===== config.mk =====
export PLATFORM = sky130hd
export DESIGN_NAME = lsu
export DESIGN_NICKNAME = d
export VERILOG_FILES = /design/src/rtl/lsu.sv
export SDC_FILE = /design/constraint.sdc
export NUM_CORES = 1
export LEC_CHECK = 0
export ABC_AREA = 1
export BUFFER_PORTS_ARGS = -buffer_cell sky130_fd_sc_hd__buf_2
export CAP_MARGIN = 20
export CORE_ASPECT_RATIO = 1.5
export CORE_MARGIN = 2
export CORE_UTILIZATION = 53
export DETAILED_ROUTE_END_ITERATION = 8
export HOLD_SLACK_MARGIN = 0.02
export PLACE_DENSITY = 0.95
export SLEW_MARGIN = 0
export SYNTH_ARGS = -nofsm -noshare
export SYNTH_HDL_FRONTEND = slang
export SYNTH_SLANG_ARGS = --single-unit

===== constraint.sdc =====
create_clock -name clock -period 2.11 [get_ports clock]
set_input_delay 0.3165 -clock clock [delete_from_list [all_inputs] [get_ports clock]]
set_output_delay 0.3165 -clock clock [all_outputs]
set_load 0.03 [all_outputs]

===== src/rtl/lsu.sv =====
// RV32 load/store unit: takes one execute-stage request, runs it on a word-addressed
// valid/ready memory port, and returns formatted load data or a misalignment error.
module lsu (
  input  logic        clock,
  input  logic        reset_n,
  input  logic        reqValid,
  input  logic        is_store,
  input  logic [1:0]  size,
  input  logic        is_unsigned,
  input  logic [31:0] lsu_addr,
  input  logic [31:0] lsu_wdata,
  output logic        respValid,
  output logic [31:0] lsu_rdata,
  output logic        lsu_err,
  output logic        mem_req,
  output logic        mem_wen,
  output logic [31:0] mem_addr,
  output logic [31:0] mem_wdata,
  output logic [3:0]  mem_wstrb,
  input  logic        mem_ready,
  input  logic        mem_rvalid,
  input  logic [31:0] mem_rdata
);
  localparam int unsigned XLEN   = 32;
  localparam int unsigned STRB_W = XLEN / 8;

  typedef enum logic [1:0] {IDLE, REQ, WAIT, RESP} state_e;

  state_e              state_q, state_d;
  logic                is_store_q, is_store_d;
  logic [1:0]          size_q, size_d;
  logic                unsigned_q, unsigned_d;
  logic [XLEN-1:0]     addr_q, addr_d;
  logic [XLEN-1:0]     wdata_q, wdata_d;
  logic [STRB_W-1:0]   wstrb_q, wstrb_d;
  logic [XLEN-1:0]     rdata_q, rdata_d;
  logic                err_q, err_d;
  logic                req_q, req_d;
  logic                resp_q, resp_d;

  logic                misaligned_c;
  logic [XLEN-1:0]     store_data_c;
  logic [STRB_W-1:0]   store_strb_c;
  logic [XLEN-1:0]     load_shift_c;
  logic [XLEN-1:0]     load_data_c;

  // Alignment check and store lane replication on the incoming request.
  always_comb begin
    misaligned_c = 1'b1;
    store_data_c = lsu_wdata;
    store_strb_c = '0;
    case (size)
      2'd0: begin
        misaligned_c = 1'b0;
        store_data_c = {4{lsu_wdata[7:0]}};
        store_strb_c = 4'b0001 << lsu_addr[1:0];
      end
      2'd1: begin
        misaligned_c = lsu_addr[0];
        store_data_c = {2{lsu_wdata[15:0]}};
        store_strb_c = 4'b0011 << lsu_addr[1:0];
      end
      2'd2: begin
        misaligned_c = |lsu_addr[1:0];
        store_strb_c = 4'b1111;
      end
      default: ;
    endcase
    if (!is_store) store_strb_c = '0;
  end

  // Load extraction: bring the addressed lane down to bit 0, then extend.
  always_comb begin
    load_shift_c = mem_rdata >> {addr_q[1:0], 3'b000};
    case (size_q)
      2'd0:    load_data_c = unsigned_q ? {24'b0, load_shift_c[7:0]}
                                        : {{24{load_shift_c[7]}}, load_shift_c[7:0]};
      2'd1:    load_data_c = unsigned_q ? {16'b0, load_shift_c[15:0]}
                                        : {{16{load_shift_c[15]}}, load_shift_c[15:0]};
      default: load_data_c = mem_rdata;
    endcase
  end

  always_comb begin
    state_d    = state_q;
    is_store_d = is_store_q;
    size_d     = size_q;
    unsigned_d = unsigned_q;
    addr_d     = addr_q;
    wdata_d    = wdata_q;
    wstrb_d    = wstrb_q;
    rdata_d    = rdata_q;
    err_d      = err_q;
    case (state_q)
      IDLE: begin
        if (reqValid) begin
          is_store_d = is_store;
          size_d     = size;
          unsigned_d = is_unsigned;
          addr_d     = lsu_addr;
          wdata_d    = store_data_c;
          wstrb_d    = store_strb_c;
          rdata_d    = '0;
          err_d      = misaligned_c;
          state_d    = misaligned_c ? RESP : REQ;
        end
      end
      REQ: begin
        if (mem_ready) state_d = WAIT;
      end
      WAIT: begin
        if (mem_rvalid) begin
          if (!is_store_q) rdata_d = load_data_c;
          state_d = RESP;
        end
      end
      default: state_d = IDLE;
    endcase
    // Bus request and response pulse are registered copies of the next state.
    req_d  = (state_d == REQ);
    resp_d = (state_d == RESP);
  end

  always_ff @(posedge clock or negedge reset_n) begin
    if (!reset_n) begin
      state_q    <= IDLE;
      is_store_q <= 1'b0;
      size_q     <= '0;
      unsigned_q <= 1'b0;
      addr_q     <= '0;
      wdata_q    <= '0;
      wstrb_q    <= '0;
      rdata_q    <= '0;
      err_q      <= 1'b0;
      req_q      <= 1'b0;
      resp_q     <= 1'b0;
    end else begin
      state_q    <= state_d;
      is_store_q <= is_store_d;
      size_q     <= size_d;
      unsigned_q <= unsigned_d;
      addr_q     <= addr_d;
      wdata_q    <= wdata_d;
      wstrb_q    <= wstrb_d;
      rdata_q    <= rdata_d;
      err_q      <= err_d;
      req_q      <= req_d;
      resp_q     <= resp_d;
    end
  end

  assign respValid = resp_q;
  assign lsu_rdata = rdata_q;
  assign lsu_err   = err_q;
  assign mem_req   = req_q;
  assign mem_wen   = is_store_q;
  assign mem_addr  = {addr_q[XLEN-1:2], 2'b00};
  assign mem_wdata = wdata_q;
  assign mem_wstrb = wstrb_q;

endmodule


# Word-level counts from Yosys, hierarchy flattened

Cells that the tools add are included.

Bits in writable memories: 0
Memories kept: 0
ROM bits: 0
Register bits: 109
Output and inout bits: 104
Bits in latches: 0
Word-level logic and storage cells: 47
Bits of input ports: 105

Divide/modulo/power cells: 0
Muxes and demuxes: 16
Add/sub/neg operators: 0
Equal/unequal tests: 10
Bitwise gates (word level): 0
Reductions and logical operators: 7
Magnitude comparators: 0
Multiply operators: 0
Shift operators: 3

Operators by type and width:

| operator              | count |
|---|---|
| $pmux W32 S2          | 3 |
| $mux W32              | 5 |
| $shr A32 B5 Y16       | 1 |
| $pmux W4 S3           | 1 |
| $eq A2 B1 Y1 const B  | 4 |
| $mux W2               | 4 |
| $eq A2 B2 Y1 const B  | 3 |
| $logic_not A2 Y1      | 3 |
| $ne A2 B2 Y1 const B  | 3 |
| $pmux W2 S3           | 1 |
| $mux W4               | 1 |
| $reduce_and A4 Y1     | 1 |
| $shl A1 B2 Y4 const A | 1 |
| $shl A2 B2 Y4 const A | 1 |
| $pmux W1 S3           | 1 |
| $reduce_and A2 Y1     | 1 |
| $reduce_bool A2 Y1    | 1 |
| $reduce_or A2 Y1      | 1 |

# Depth between registers and ports, before layout

Gate-level depths: netlist of the first run.

Depth in word-level cells: 6
Mapped depth: 10
Depth with buffers taken out: 9

# Worst setup path before layout of the first run

OpenSTA, ideal clock, no wires.

Path kind: register to register
Start: register is_store_q (netlist: mem_wen)
End: register rdata_q[21] (netlist: lsu_rdata[21])
Setup time: 0.066 ns
Data arrival time: 1.309 ns
Stages on the path, launching flop included: 8
Path slack: 0.735 ns
Data required time: 2.044 ns
Path buffers: 1
Period minus slack after synthesis: 1.375 ns
Cells stage by stage: dfrtp_1 inv_1 nand4_2 nand2_1 inv_1 clkbuf_1 nand2_1 nand2_1

Longest elaborated chain between the ends: 2

RTL lines:

| what                        | RTL line | text |
|---|---|---|
| start: declaration          | 30       | `logic is_store_q, is_store_d;` |
| start signal: assignment    | 139      | `is_store_q <= is_store_d;` |
| $ne A2 B2 Y1 (no line)      | n/a      |  |
| $reduce_and A4 Y1 (no line) | n/a      |  |
| end signal: assignment      | 145      | `rdata_q <= rdata_d;` |
| end: declaration            | 36       | `logic [XLEN-1:0] rdata_q, rdata_d;` |

Every way passes these cells.
A chain may end at the register's enable or synchronous reset.

# Worst setup path in the final report of the first run

Start: register addr_q[0]
End: register rdata_q[29] (netlist: lsu_rdata[29])

Longest elaborated chain between the ends: 6
Elaborated cells between the ends (all ways): 7
Those cells by class: shift (1); mux (6)

RTL lines:

| what                        | RTL line | text |
|---|---|---|
| start: declaration          | 33       | `logic [XLEN-1:0] addr_q, addr_d;` |
| start signal: assignment    | 142      | `addr_q <= addr_d;` |
| $shr A32 B5 Y16 *           | 74       | `load_shift_c = mem_rdata >> {addr_q[1:0], 3'b000};` |
| $mux W32 (on tied branches) | 78, 76   |  |
| $pmux W32 S2 *              | 75       | `case (size_q)` |
| $mux W32 *                  | 113      | `if (!is_store_q) rdata_d = load_data_c;` |
| $mux W32 *                  | 112      | `if (mem_rvalid) begin` |
| $pmux W32 S2 *              | 94       | `case (state_q)` |

Mark *: on every way between the ends. The rest lies on a longest branch, timed or not. The select of a mux whose other input is x is not followed.

==> results.py, run 1 <==
metrics = {
    "power": {
        "p_leak_nw": 3.82,
        "p_clk_frac": 0.167,
        "seq_power_share": 0.339,
        "switching_share": 0.482,
        "pwr-share-comb": 0.493,
        "power.internal_w": 0.00534,
        "p_sw_w": 0.00496,
        "power_w": 0.0103,
        "vdd_drop_max_mv": 0.834,
        "pwr_density_cell_nw_per_um2": 1570,
    },
    "synthesis": {
        "synth_compound_area_frac": 0.122,
        "netlist_instances": 685,
        "synth_top_family_by_area": "simple AND/OR/NAND/NOR gates",
        "yosysWarningCount": 0,
        "synthMuxAreaShare": 0,
        "synth_simple_gate_area_frac": 0.254,
        "synth_seq_cells": 109,
        "synth_cell_types": 26,
        "synth_edf_count": 0,
        "synth_top_area_cell": "dfrtp_1",
        "yosysSeqAreaShare": 0.512,
        "synth_area_leaders": "dfrtp_1 51%, nand2_1 20%, o21ai_0 6.2%, buf_4 4.8%, a21oi_1 4.1%",
        "synthAdderAreaFrac": 0,
        "syn_area_um2": 5330,
        "ys.flop_type": "dfrtp_1",
        "synth_top_area_share": 0.512,
        "async_reset_ff_frac": 1.00,
        "syn_area_per_cell_um2": 7.78,
        "netlist_top_cells_count": "282 x nand2_1, 109 x dfrtp_1, 66 x o21ai_0, 47 x inv_1, 44 x a21oi_1",
        "synth_xor_xnor_area_share": 0,
        "synth.most_common_cell": "nand2_1",
    },
    "detailed_routing": {
        "firstDrtPassIters": 9,
        "wl_per_cell_um": 14.4,
        "viasPerCell": 5.11,
        "m1WireLength_mm": 5.35,
        "wirelength_mm": 14.0,
        "routed-wl-met2_mm": 7.01,
        "drc": 11,
        "routed.top_layer": "met4",
        "final_antenna_net_count": 0,
        "drt-initial-drc-count": 286,
        "vias": 4965,
        "wl_met3_um": 997,
    },
    "worst_setup_path": {
        "worst_path_most_repeated_cell": "nand2_1",
        "critPathLaunchType": "flop",
        "slowest_stage": "dfrtp_1",
        "critPathMaxFanout": 16,
        "arrival_ns": 1.99,
        "path_cells": "inv_2 > nand2_1 > nand3_1 > nand3_4 > nand2_1 > inv_2 > nand2_4 > nand2_1 > nand2_1",
        "endpoint_kind": "flop",
        "required_ns": 2.34,
        "path_delay_family": "simple AND/OR/NAND/NOR gates",
        "crit_type": "reg2reg",
        "path_buf_inv": 2,
        "slowest_delay_ns": 0.61,
    },
    "cts": {
        "cts_setup_buffers": 0,
        "cts_buffers": 9,
        "htree_num_levels": 3,
        "cts_tree": "yes",
        "clk_pin_slew_ns": 0.07,
        "clock-root-buffer": "clkbuf_16",
        "worst_skew_pair.late_latency_ns": 0.35,
        "clock-sinks": 109,
        "clock_path_buffers": 2,
    },
    "timing": {
        "setup_violations": 0,
        "skew_ns": 0.00561,
        "fmax_mhz": 570,
        "grt_setup_unrepaired": "no",
        "hold_slack_ns": 0.159,
        "min_period_ns": 1.75,
        "setup_tns_ns": 0,
        "period_share": 0.831,
        "maxSlewViolCount": 0,
        "hold_viol_final": 0,
    },
    "final_layout": {
        "final_nets": 957,
        "drive_above_1_share": 0.291,
        "syn_to_final_growth_pct": 23.1,
        "fin_cells": 972,
        "diodes": 0,
    },
    "run_status": {
        "status": "finished with violations",
        "violations": "design-rule violations",
    },
    "floorplan": {
        "ioPinCount": 209,
        "die_y_um": 127,
        "fp.dieW_um": 85.9,
        "rows": 44,
        "start_util": 0.547,
        "die_area_um2": 10900,
        "core_um2": 9740,
    },
    "placement": {
        "port_buffers": 206,
        "place_congestion": 0.945,
        "hpwl_mm": 10.6,
        "place_inst": 955,
    },
    "global_route": {
        "grt_usage": 0.265,
        "grt_max_degree": 71,
        "antenna_found_initial": 0,
        "grt_overflow": 0,
        "grt_pass1_vias": 4878,
        "grt_pass1_wl_mm": 22.9,
    },
    "min_path": {
        "worstHoldPathType": "in2reg",
    },
    "run": {
        "maxCapViolCount": 0,
    },
}
[final cells by class]
cell class              instances  area [um2]
fillers                       830        3190
clock buffers                   9         225
repair buffers                219        1170
multi-input cells             462        2020
inverters                      51         191
clock inverters                 7        78.8
well taps                     115         144
flip-flops and latches        109        2730
[registers in the layout, summed over array words and instances, names as in the netlist]
register,count
respValid,1
mem_wstrb,4
size_q,2
lsu_rdata,32
lsu_err,1
mem_wdata,32
mem_wen,1
addr_q,32
state_q,2
mem_req,1
unsigned_q,1
[final timing paths]
check / depth (start not counted) / end / slack [ns] / from
setup / recovery: 9 / lsu_rdata[29] / 0.36 / addr_q[0]
hold / removal: 3 / addr_q[11] / 0.16 / lsu_addr[11]
setup reg to reg: 9 / lsu_rdata[29] / 0.36 / addr_q[0]
hold reg to reg: 2 / lsu_rdata[9] / 0.47 / lsu_rdata[9]
max in group asynchronous: 3 / lsu_rdata[31] / 1.04 / reset_n
min in group asynchronous: 2 / addr_q[14] / 0.46 / reset_n
[power groups by stage]
stage          Combinational (W)  Sequential, W  Clock (W)
3_5_place_dp             0.00509        0.00351          0
6_report                 0.00508        0.00350    0.00172
3_3_place_gp             0.00500        0.00348          0
2_1_floorplan            0.00303        0.00442          0
4_1_cts                  0.00510        0.00349    0.00176
5_1_grt                  0.00558        0.00360    0.00184
[stage by stage]
stage | utilization | cell area, um2 | setup slack, ns
final | 0.673 | 6560 | 0.356
after global routing | 0.673 | 6560 | 0.173
after CTS | 0.673 | 6560 | 0.374
after detailed placement | 0.641 | 6240 | 0.386
after global placement | 0.641 | 6240 | 0.481
after floorplan | - | 5330 | 0.735
[worst reg2reg max path, cell delays in order (launching register included)]
cell	delay, ns
dfrtp_1	0.61
inv_2	0.20
nand2_1	0.10
nand3_1	0.14
nand3_4	0.17
nand2_1	0.08
inv_2	0.06
nand2_4	0.11
nand2_1	0.12
nand2_1	0.06
[cell usage in the layout, fill, tap and decap left out, types with 3 or more instances in the layout]
cell type | netlist | layout
a21oi_1 | 44 | 44
buf_12 | 0 | 3
buf_2 | 19 | 205
buf_4 | 34 | 10
clkbuf_16 | 0 | 9
dfrtp_1 | 109 | 109
inv_1 | 47 | 47
inv_2 | 4 | 4
nand2_1 | 282 | 282
nand3_1 | 22 | 21
nor2_1 | 15 | 15
nor3_1 | 6 | 6
o211ai_1 | 5 | 5
o21ai_0 | 66 | 66
o22ai_1 | 6 | 6
[cells by family after synthesis]
| group | Yosys count |
|---|---|
| buffers and inverters | 115 |
| flip-flops | 109 |
| AO/OA/AOI/OAI | 125 |
| AND/OR/NAND/NOR | 335 |
| other | 1 |
[timing repair]
action / CTS / global route
hold buffers: 1 / 0
resized for setup: 0 / 0
endpoints found under the hold margin: 33 / 0
[layer usage]
layer / global-route usage / vias up
li1: - / 2468
met1: 0.314 / 2217
met2: 0.440 / 232
met3: 0.0618 / 48
met4: 0.142 / 0
met5: 0 / -
No activity file was read; power rests on OpenSTA's default activity.
==> run 2, diff against run 1 <==
- CORE_UTILIZATION: 53 -> 49
- PLACE_DENSITY: 0.95 -> 0.92
- clock period: 2.11 -> 1.65 ns (I/O delays scaled with it)
==> results.py, run 2 (same netlist as run 1, synthesis figures left out) <==
metrics = {
    "timing": {
        "fmax_mhz": 685,
        "grt_setup_unrepaired": "no",
        "setup_violations": 0,
        "setup_tns_ns": 0,
        "maxSlewViolCount": 0,
        "hold_viol_final": 0,
        "min_period_ns": 1.46,
        "period_share": 0.885,
        "skew_ns": 0.00853,
    },
    "cts": {
        "htree_num_levels": 3,
        "worst_skew_pair.late_latency_ns": 0.35,
        "clk_pin_slew_ns": 0.07,
        "clock-root-buffer": "clkbuf_16",
        "cts_buffers": 9,
        "clock_path_buffers": 2,
        "cts_tree": "yes",
        "clock-sinks": 109,
    },
    "final_layout": {
        "drive_above_1_share": 0.294,
        "diodes": 0,
        "final_nets": 965,
        "finalCoreUtilization": 0.629,
        "mostFrequentLayoutCells": "282 x nand2_1, 205 x buf_2, 109 x dfrtp_1",
        "final_common_cell": "nand2_1",
        "finish.instance_area_um2": 6670,
        "fin_cells": 1009,
        "nFillCells": 954,
        "syn_to_final_growth_pct": 25.1,
    },
    "worst_setup_path": {
        "ff2ff_path_depth": 5,
        "required_ns": 1.88,
        "crit_type": "reg2reg",
        "arrival_ns": 1.69,
        "timing.rr.start": "addr_q[0]",
        "endpoint_kind": "flop",
        "setup.worst_path.start": "addr_q[0]",
        "critPathLaunchType": "flop",
        "critPathMaxFanout": 19,
    },
    "global_route": {
        "grt_usage": 0.249,
        "grt_pass1_vias": 4959,
        "grt_max_degree": 72,
        "antenna_found_initial": 0,
        "grt_overflow": 0,
        "grt_pass1_wl_mm": 23.1,
    },
    "min_path": {
        "whs_path_depth": 3,
        "worstHoldPathType": "in2reg",
        "min_from": "lsu_addr[19]",
    },
    "floorplan": {
        "fp.dieW_um": 89.2,
        "die_y_um": 132,
        "core_um2": 10600,
        "start_util": 0.503,
        "ioPinCount": 209,
        "rows": 46,
        "die_area_um2": 11700,
    },
    "detailed_routing": {
        "final_antenna_net_count": 0,
        "drt-initial-drc-count": 289,
        "firstDrtPassIters": 6,
        "wirelength_mm": 14.6,
        "viasPerCell": 4.99,
        "vias": 5036,
        "wl_per_cell_um": 14.5,
        "drc": 0,
    },
    "run_status": {
        "status": "finished, final reports clean",
    },
    "placement": {
        "place_congestion": 0.959,
        "place_inst": 992,
        "placedInstanceArea_um2": 6340,
        "port_buffers": 206,
        "hpwl_mm": 10.9,
    },
    "power": {
        "switching_share": 0.474,
        "pwr_density_cell_nw_per_um2": 2010,
        "power.internal_w": 0.00706,
        "p_leak_nw": 3.86,
        "seq_power_share": 0.330,
        "vdd_drop_max_mv": 1.00,
        "pwr-share-comb": 0.500,
        "p_clk_frac": 0.170,
        "p_sw_w": 0.00636,
        "power_w": 0.0134,
    },
    "run": {
        "maxCapViolCount": 0,
    },
}
## run 2: cell count changes in the layout (fill, tap and decap cells not counted), sizes merged
cell,before,now
clkinvlp,2,1
bufinv,1,2
clkbuf,9,12
buf,218,226
inv,54,51
## run 2: power by group through the flow
stage	logic (W)	clock network, W	registers, W
3_5_place_dp	0.00669	0	0.00443
4_1_cts	0.00671	0.00231	0.00441
6_report	0.00671	0.00228	0.00442
5_1_grt	0.00729	0.00244	0.00455
3_3_place_gp	0.00651	0	0.00440
2_1_floorplan	0.00388	0	0.00565
## run 2: path summary, 6_finish.rpt
check	to	slack (ns)
max in group asynchronous	lsu_rdata[11]	0.71
worst min register to register	addr_q[9]	0.47
worst min-delay path	addr_q[19]	0.09
worst max register to register	lsu_rdata[5]	0.19
min in group asynchronous	lsu_rdata[17]	0.37
worst max-delay path	lsu_rdata[5]	0.19
## run 2: worst max-delay path: stages (launching register included)
cell and delay [ns]:
dfrtp_1 0.46, buf_4 0.27, o21ai_1 0.13, buf_4 0.17
nor3_1 0.20, o21ai_0 0.11
## run 2: layout make-up
class	instances	area [um2]	share of cell area
Clock buffer	12	236	0.0355
Clock inverter	4	72.6	0.0109
Inverter	51	194	0.0291
Multi-Input combinational cell	462	2020	0.303
Sequential cell	109	2730	0.409
Tap cell	144	180	0.0270
Timing Repair Buffer	227	1230	0.185
## run 2: layer usage
metal  GRT usage  up-vias  share of wire
met5           0        -              0
met4       0.135        0          0.048
met3      0.0551       51          0.067
met2       0.412      222           0.51
met1       0.294     2285           0.38
li1            -     2478              -
## run 2: repair_timing
item                                   in CTS  in global routing
resized for setup                           0                  2
hold buffers                                1                  0
endpoints found under the hold margin      26                  0
buffers inserted                            0                  0
setup endpoints to repair                   0                 10
## run 2: metrics by stage
stage,setup WS [ns],hold slack (ns)
floorplan,0.275,-0.0481
global placement,0.210,0.214
detailed placement,0.143,0.217
CTS,0.135,0.0834
global route,0.0170,0.0866
finish,0.190,0.0918
==> run 3, diff against run 2 <==
- GPL_TIMING_DRIVEN: unset -> 0
==> results.py, run 3 (same netlist as run 1, synthesis figures left out) <==
metrics = {
    "run_status": {
        "status": "finished, final reports clean",
    },
    "detailed_routing": {
        "drc": 0,
        "wl_per_cell_um": 14.4,
        "drt-initial-drc-count": 272,
        "viasPerCell": 4.98,
        "wirelength_mm": 15.1,
        "firstDrtPassIters": 5,
        "final_antenna_net_count": 0,
        "vias": 5234,
    },
    "global_route": {
        "antenna_found_initial": 0,
        "grt_max_degree": 69,
        "grt_overflow": 0,
        "grt_usage": 0.260,
        "grt_pass1_vias": 5142,
        "grt_pass1_wl_mm": 24.1,
    },
    "worst_setup_path": {
        "arrival_ns": 1.85,
        "critPathMaxFanout": 10,
        "timing.rr.start": "addr_q[1]",
        "required_ns": 1.92,
        "endpoint_kind": "flop",
        "ff2ff_path_depth": 7,
        "rr_endpoint": "lsu_rdata[11]",
        "crit_type": "reg2reg",
        "r2r_setup_slack_ns": 0.07,
        "critPathLaunchType": "flop",
    },
    "timing": {
        "skew_ns": 0.0118,
        "maxSlewHeadroom": 0.400,
        "period_share": 0.956,
        "worst_slew_pin_slew_ns": 0.900,
        "setup_violations": 0,
        "fin_ws_ns": 0.0724,
        "hold_viol_final": 0,
        "min_period_ns": 1.58,
        "fmax_mhz": 634,
        "maxSlewViolCount": 0,
    },
    "final_layout": {
        "syn_to_final_growth_pct": 29.6,
        "finalCoreUtilization": 0.652,
        "final_common_cell": "nand2_1",
        "drive_above_1_share": 0.325,
        "diodes": 0,
        "final_nets": 1008,
        "mostFrequentLayoutCells": "282 x nand2_1, 222 x buf_2, 109 x dfrtp_1",
    },
    "min_path": {
        "worstHoldPathType": "in2async",
    },
    "placement": {
        "pre_cts_slack_ns": 0.0517,
        "port_buffers": 205,
        "hpwl_mm": 11.7,
        "place_congestion": 0.918,
    },
    "cts": {
        "htree_num_levels": 3,
        "worst_skew_pair.late_latency_ns": 0.34,
        "clock-sinks": 109,
        "postCtsHoldBufs": 0,
        "clock-root-buffer": "clkbuf_16",
        "clock_path_buffers": 2,
        "cts_buffers": 9,
        "cts_tree": "yes",
        "clk_pin_slew_ns": 0.07,
    },
    "power": {
        "vdd_drop_max_mv": 1.03,
        "p_leak_nw": 4.03,
        "pwr_density_cell_nw_per_um2": 2020,
    },
    "floorplan": {
        "start_util": 0.503,
        "rows": 46,
        "die_area_um2": 11700,
        "fp.dieW_um": 89.2,
        "die_y_um": 132,
        "ioPinCount": 209,
        "core_um2": 10600,
    },
    "run": {
        "maxCapViolCount": 0,
    },
}
==> run 3: changes by cell type in the layout (fill, tap and decap cells not counted), sizes merged <==
cell,previous run,this run
clkinvlp,1,0
dlygate4sd3,1,0
inv,51,53
buf,226,260
clkbuf,12,19
clkinv,1,3
==> run 3: worst max path at each step <==
stage                     depth (start not counted)            end        from
after floorplan                                   7  lsu_rdata[21]     mem_wen
after global placement                            1  mem_wdata[18]     reset_n
after detailed placement                          7  lsu_rdata[21]  state_q[1]
after CTS                                         7  lsu_rdata[21]  state_q[1]
after global routing                              7  lsu_rdata[11]   addr_q[1]
final                                             7  lsu_rdata[11]   addr_q[1]
==> run 3: cell type report <==
type | instances | area [um2]
buffer | 64 | 410
timing repair buffer | 206 | 1050
tap | 144 | 180
multi-input combinational | 462 | 2030
clock buffer | 9 | 225
fill | 963 | 3680
inverter | 51 | 194
sequential | 109 | 2730
clock inverter | 7 | 96.3
==> run 3: repair_timing <==
action | 4_1_cts | 5_1_grt
endpoints found under the setup margin | 0 | 67
setup buffers | 0 | 0
resized for setup | 0 | 8
==> run 3: metal layers <==
metal,vias up,part of all wire,global-route usage
li1,2584,-,-
met1,2394,0.38,0.308
met3,41,0.057,0.0451
met4,0,0.038,0.114
met2,215,0.53,0.449
met5,-,0,0
==> run 3: where the power goes <==
part	internal [W]	switching, W	total, W
Clock	0.00134	0.000983	0.00232
Sequential	0.00377	0.000617	0.00439
Combinational	0.00235	0.00491	0.00726
==> run 3: worst max-delay path, stage by stage, from the launching register on <==
cell,delay (ns)
dfrtp_1,0.46
buf_2,0.27
nand2_1,0.20
o21ai_0,0.31
nand2_1,0.09
nand3_1,0.08
nand2_1,0.05
nand2_1,0.05
==> run 3: metrics by stage <==
step	total power [W]	hold slack [ns]	setup TNS [ns]	area [um2]	cells
floorplan	0.00953	-0.0481	0	5330	686
global placement	0.0115	0.441	-97.04	6540	1035
detailed placement	0.0116	0.424	0	6560	1036
CTS	0.0140	0.0556	0	6880	1052
global route	0.0149	0.0889	-0.00638	6910	1052
finish	0.0140	0.0125	0	6910	1052
